[src/rtl/aes_bram_pkg.sv]
// Shared types and constants for the AES BRAM read responder and its latency counter.
package aes_bram_pkg;

   localparam int AES_WORD_W      = 32;
   localparam int DEF_DEPTH_WORDS = 4096;
   localparam int DEF_BRAM_AW     = 12;
   localparam logic [AES_WORD_W-1:0] ERR_DATA = 32'h0000_0000;

   typedef enum logic [2:0] {
      ST_IDLE    = 3'd0,
      ST_ISSUE   = 3'd1,
      ST_WAIT    = 3'd2,
      ST_RESP    = 3'd3,
      ST_RELEASE = 3'd4
   } rd_state_t;

endpackage

[src/rtl/aes_rd_latency_ctr.sv]
// Down-counter that marks the edge on which BRAM read data is valid.
// done is high while the count is zero; the owner samples data on that edge.
module aes_rd_latency_ctr #(
   parameter int RD_LATENCY = 2
) (
   input  logic aes_clk,
   input  logic aes_rst,
   input  logic load,
   input  logic dec,
   output logic done
);

   localparam int CW = 3;

   logic [CW-1:0] count_reg;

   always_ff @(posedge aes_clk or posedge aes_rst) begin
      if (aes_rst) begin
         count_reg <= '0;
      end else if (load) begin
         count_reg <= CW'(RD_LATENCY - 1);
      end else if (dec && (count_reg != '0)) begin
         count_reg <= count_reg - 1'b1;
      end
   end

   assign done = (count_reg == '0);

endmodule

[src/rtl/aes_bram_read_responder.sv]
// Responder side of the AES word-read handshake: one BRAM read per accepted request,
// a one-cycle bram_complete pulse, and zeroed data with rd_error for bad addresses.
module aes_bram_read_responder
   import aes_bram_pkg::*;
#(
   parameter int RD_LATENCY  = 2,
   parameter int DEPTH_WORDS = DEF_DEPTH_WORDS,
   parameter int BRAM_AW     = DEF_BRAM_AW
) (
   input  logic                  aes_clk,
   input  logic                  aes_rst,
   input  logic                  aes_start_read,
   input  logic [31:0]           aes_bram_addr,
   output logic [AES_WORD_W-1:0] aes_bram_read_data,
   output logic                  bram_complete,
   output logic                  rd_error,
   output logic                  busy,
   output logic                  bram_en,
   output logic [BRAM_AW-1:0]    bram_addr,
   input  logic [AES_WORD_W-1:0] bram_dout,
   output logic [15:0]           rd_count
);

   localparam logic [29:0] DEPTH_LIM = 30'(DEPTH_WORDS);

   rd_state_t             state_reg, state_next;
   logic                  err_reg;
   logic [BRAM_AW-1:0]    bram_addr_reg;
   logic [AES_WORD_W-1:0] data_reg;
   logic [15:0]           rd_count_reg;
   logic                  lat_done;
   logic                  accept;
   logic                  req_err;

   assign accept  = (state_reg == ST_IDLE) && aes_start_read;
   assign req_err = (aes_bram_addr[1:0] != 2'b00) || (aes_bram_addr[31:2] >= DEPTH_LIM);

   aes_rd_latency_ctr #(
      .RD_LATENCY (RD_LATENCY)
   ) u_lat_ctr (
      .aes_clk (aes_clk),
      .aes_rst (aes_rst),
      .load    (state_reg == ST_ISSUE),
      .dec     (state_reg == ST_WAIT),
      .done    (lat_done)
   );

   always_ff @(posedge aes_clk or posedge aes_rst) begin
      if (aes_rst) begin
         state_reg <= ST_IDLE;
      end else begin
         state_reg <= state_next;
      end
   end

   always_comb begin
      state_next = state_reg;
      unique case (state_reg)
         ST_IDLE:    if (aes_start_read) state_next = ST_ISSUE;
         ST_ISSUE:   state_next = ST_WAIT;
         ST_WAIT:    if (lat_done) state_next = ST_RESP;
         ST_RESP:    state_next = aes_start_read ? ST_RELEASE : ST_IDLE;
         ST_RELEASE: if (!aes_start_read) state_next = ST_IDLE;
         default:    state_next = ST_IDLE;
      endcase
   end

   // Outputs decode straight from the state register so an async reset clears them at once.
   always_comb begin
      bram_en       = (state_reg == ST_ISSUE) && !err_reg;
      bram_complete = (state_reg == ST_RESP);
      rd_error      = (state_reg == ST_RESP) && err_reg;
      busy          = (state_reg != ST_IDLE);
   end

   always_ff @(posedge aes_clk or posedge aes_rst) begin
      if (aes_rst) begin
         err_reg       <= 1'b0;
         bram_addr_reg <= '0;
         data_reg      <= '0;
         rd_count_reg  <= '0;
      end else begin
         if (accept) begin
            err_reg       <= req_err;
            bram_addr_reg <= aes_bram_addr[BRAM_AW+1:2];
         end
         if ((state_reg == ST_WAIT) && lat_done) begin
            data_reg <= err_reg ? ERR_DATA : bram_dout;
         end
         if (state_reg == ST_RESP) begin
            rd_count_reg <= rd_count_reg + 16'd1;
         end
      end
   end

   assign aes_bram_read_data = data_reg;
   assign bram_addr          = bram_addr_reg;
   assign rd_count           = rd_count_reg;

endmodule

[config.mk]
export PLATFORM = sky130hd
export DESIGN_NAME = aes_bram_read_responder
export DESIGN_NICKNAME = d
export VERILOG_FILES = /design/src/rtl/aes_bram_pkg.sv /design/src/rtl/aes_rd_latency_ctr.sv /design/src/rtl/aes_bram_read_responder.sv
export SDC_FILE = /design/constraint.sdc
export NUM_CORES = 1
export LEC_CHECK = 0
export BUFFER_PORTS_ARGS = -buffer_cell sky130_fd_sc_hd__buf_2
export CORE_AREA = 8 8 120 122
export DETAILED_ROUTE_END_ITERATION = 10
export DIE_AREA = 0 0 128 130
export PLACE_DENSITY = 0.59
export SETUP_SLACK_MARGIN = 0.1
export SYNTH_ARGS = -nofsm -noshare
export SYNTH_HDL_FRONTEND = slang
export SYNTH_SLANG_ARGS = --single-unit
[constraint.sdc]
create_clock -name aes_clk -period 2.1 [get_ports aes_clk]
set_clock_uncertainty 0.1 [all_clocks]
set_input_delay 0.21 -clock aes_clk [delete_from_list [all_inputs] [get_ports aes_clk]]
set_output_delay 0.21 -clock aes_clk [all_outputs]
set_load 0.01 [all_outputs]
* Yosys cells after proc, flatten, opt, wreduce, memory -nomap -nowiden
Index checks and enable logic that the tools add are counted.
** Cells by class
- Add/subtract/negate cells :: 2
- Order comparisons :: 1
- Equal/unequal tests :: 7
- Mux-type cells :: 8
- Reductions and logical operators :: 14
** Operators by type and width (count)
- $mux 32 :: 1
- $ge 30x13->1 const B :: 1
- $mux 3 :: 6
- $add 16x1->16 const B :: 1
- $pmux 3 s5 :: 1
- $eq 3x2->1 const B :: 2
- $logic_not 3->1 :: 2
- $ne 2x2->1 const B :: 3
- $reduce_bool 3->1 :: 2
- $logic_and 1x1->1 :: 5
- $reduce_bool 2->1 :: 2
- $eq 3x1->1 const B :: 1
- $eq 3x3->1 const B :: 1
- $reduce_and 3->1 :: 1
- $sub 3x1->3 const B :: 1
- $logic_not 1->1 :: 1
- $logic_or 1x1->1 :: 1
** Storage, ports and cells
- Bits in registers :: 67
- Input bits :: 67
- Output and inout port bits :: 64
- Logic and storage cells :: 38

* Depth between registers and ports, before layout
- Depth after elaboration :: 4
- Gate-level depth with buffers :: 8
- Gate-level depth less buffers :: 7

* By module
From an unflattened synthesis, not the netlist that was laid out.
** Unflattened totals
- Cell total of the unflattened synthesis :: 267
- Area total of the unflattened synthesis :: 2907.8 sq um
** By module, submodules not included
- aes_bram_read_responder :: times used 1, cells an instance 248, area an instance 2726.4 sq um, sequential area each 1601.5 sq um
- aes_rd_latency_ctr :: times used 1, cells an instance 19, area an instance 181.4 sq um, sequential area each 75.1 sq um

* Least setup slack after synthesis
OpenSTA, ideal clock, no wires.
- Path kind :: register -> register
- From :: register u_lat_ctr.count_reg[0]
- To :: register data_reg[30], in the netlist aes_bram_read_data[30]
- Library setup time :: 127 ps
- Data arrival time :: 1599 ps
- Data required time :: 1873 ps
- Slack :: 274 ps
- Stages on the path, launching flop included :: 9
- Buffers on the path :: 2
- Period minus slack after synthesis :: 1826 ps
- Path through :: dfrtp_1 inv_1 ha_1 ha_1 or4b_1 buf_6 buf_6 nand2_1 o21ai_0
** On the way
- Cells in the longest elaborated chain, start to end :: 2
** Ends and longest elaborated chain
- start: declaration :: line aes_rd_latency_ctr.sv:15 : logic [CW-1:0] count_reg;
- start signal: assignment :: line aes_rd_latency_ctr.sv:21 : count_reg <= CW'(RD_LATENCY - 1);
- start signal: assignment :: line aes_rd_latency_ctr.sv:23 : count_reg <= count_reg - 1'b1;
- $logic_not 3->1 :: line aes_rd_latency_ctr.sv:27 : assign done = (count_reg == '0);
- $logic_and 1x1->1 :: line aes_bram_read_responder.sv:87 : if ((state_reg == ST_WAIT) && lat_done) begin
- end signal: assignment :: line aes_bram_read_responder.sv:88 : data_reg <= err_reg ? ERR_DATA : bram_dout;
- end: declaration :: line aes_bram_read_responder.sv:29 : logic [AES_WORD_W-1:0] data_reg;
Every way passes these cells.
A chain may end at the register's enable or synchronous reset.

* Worst setup path after layout
- From :: register u_lat_ctr.count_reg[0]
- To :: register data_reg[12], in the netlist aes_bram_read_data[12]
Same word-level chain as after synthesis.

==> results.toml <==
[route]
viasPerCell = 4.29
via_count = 2572
wl_per_cell_um = 15.4
first_pass_iters = 4
drcViolationCount = 0
drtAntennaViolNets = 0
first_iter_violations = 113
wl_um = 9240

[cells_and_area]
syn2layout_area_growth_pct = 43.1
nets = 497
antenna_cells = 0
fin_cells = 600
final_common_cell = "buf_2"
largest_reg_flops = 32
final_cell_mix = "buf_2 (130), dfrtp_1 (66), nand2_1 (42)"
drive_gt1_frac = 0.484
fin_area_um2 = 4390

[floorplanning]
start_util = 0.247
core.rowCount = 41
die_y_um = 130
num_io_pins = 131
core_um2 = 12400
die_area_um2 = 16600
die_x_um = 128

[yosys]
synthFlopType = "dfrtp_1"
yosys_warnings = 0
syn-num-nets = 346
async_flop_share = 1.00
synth-edff-count = 0
syn-cell-area_um2 = 3070
synth_cells = 276
yosysSeqAreaShare = 0.547
yosysTopAreaCellShare = 0.547
ys_ff_latch = 67
synth.area.top_cells = "dfrtp_1 (55%), o21ai_2 (8.0%), nand2b_1 (6.7%)"
avgSynthCellArea_um2 = 11.1
ys_types = 35
synth_top_cell_by_area = "dfrtp_1"

[placed_design]
hpwl_um = 6380
gp_congestion = 0.728
detailed_place.area_um2 = 3890
place_inst = 571
port-buffer-count = 130
dp_slack_ns = 0.0944

[grt]
grt_usage = 0.106
grt_first_pass_wirelength_um = 13500
antenna_found_initial = 0
grt_start_max_net_pins = 65
grt.overflow.total = 0
first_global_vias = 2604

[sta]
drv_slew = 0
maxSlewHeadroom = 0.684
rsz0062_at_grt = "no"
clock.fmax_mhz = 521
final.period_utilization = 0.914
finalHoldViolCount = 0
worst_slew_pin_slew_ns = 0.473
fin_setup_tns_ns = 0
setup_viol = 0
min_period_ns = 1.92
fin_ws_ns = 0.181

[cts]
cts_buffers = 9
clk_latency_ns = 0.34
path_clk_slew_ns = 0.05
cts_num_sinks = 67
cts_root_buffer = "clkbuf_16"
htree_num_levels = 3
cts_buffer_depth = 2
cts_tree = "done"

[pwr]
irDropWorstVdd_mv = 0.625
p_per_area_nw_per_um2 = 1300
p_leak_uw = 0.00214
total_power_uw = 5690

[status]
status = "complete, no violations"

[worst_setup_path]
worstPathRequired_ns = 2.22
critPathKind = "register to register"
worst_setup_path_end_kind = "register"
startpoint_type = "register"
critPathArrivalTime_ns = 2.04
crit_fanout = 8

[hold_path]
hp-class = "primary input to register"

[flow_run]
max_cap_viol_count = 0
## layer usage
layer	track usage	share of wire	wire, µm
met3	0.0612	0.083	771
met1	0.118	0.43	3960
met2	0.166	0.48	4410
met4	0.0350	0.011	99
met5	0	0	0
## final timing paths
kind,end,from,slack (ns),cells past startpoint
worst max-delay path,aes_bram_read_data[12],u_lat_ctr.count_reg[0],0.18,7
worst min-delay path,bram_addr[2],aes_bram_addr[4],0.01,2
worst max register to register,aes_bram_read_data[12],u_lat_ctr.count_reg[0],0.18,7
worst min register to register,aes_bram_read_data[14],aes_bram_read_data[14],0.37,2
max in group asynchronous,aes_bram_read_data[6],aes_rst,0.98,4
min in group asynchronous,aes_bram_read_data[21],aes_rst,0.34,3
## metrics by stage
step / util / hold slack [ns]
2_1_floorplan: - / 0.250
3_3_place_gp: 0.313 / 0.152
3_5_place_dp: 0.313 / 0.157
4_1_cts: 0.340 / 0.000341
5_1_grt: 0.353 / 0.00209
6_report: 0.353 / 0.0129
## critical path, stage by stage (launching register included)
cell and delay, ns:
dfrtp_1 0.40, inv_2 0.09, ha_4 0.15, ha_4 0.14, or4b_4 0.58, clkbuf_16 0.22, nand2_1 0.08, o21ai_2 0.05
## repair_timing
action	CTS	global route
endpoints found under the hold margin	23	2
buffers inserted	2	1
cloned	0	6
endpoints found under the setup margin	2	35
hold buffers	6	2
pin swaps	1	1
gates resized for setup	0	8
## Yosys cell counts (all sizes together) (2+ instances only)
cell and n:
dfrtp 67, nand2 42, o21ai 35, nand2b 33
xnor2 13, mux2 12, nor2 11, buf 10
inv 9, nand3 6, nor4 6, nand4 5
a21oi 4, clkbuf 3, ha 3, xor2 3
nor3 2
## report_power, final
part           switching [µW]  internal (µW)  total [µW]
clock                     509            835        1340
combinational            1170           1050        2220
sequential                336           1790        2130
total                    2010           3680        5690
## cell type report
cell class	count	area [µm²]
multi-input combinational	187	1260
tap	172	215
inverter	9	33.8
fill	1299	8030
clock buffer	12	256
sequential	67	1680
timing repair buffer	153	940
## logic make-up after synthesis
family          after synthesis  synth area share
compound gates               41             0.103
flops                        67             0.547
buf+inv                      22            0.0502
fa+ha+maj                     3            0.0122
simple gates                114             0.195
mux                          13            0.0473
xor+xnor                     16            0.0457
(Power assumes the default switching activity.)
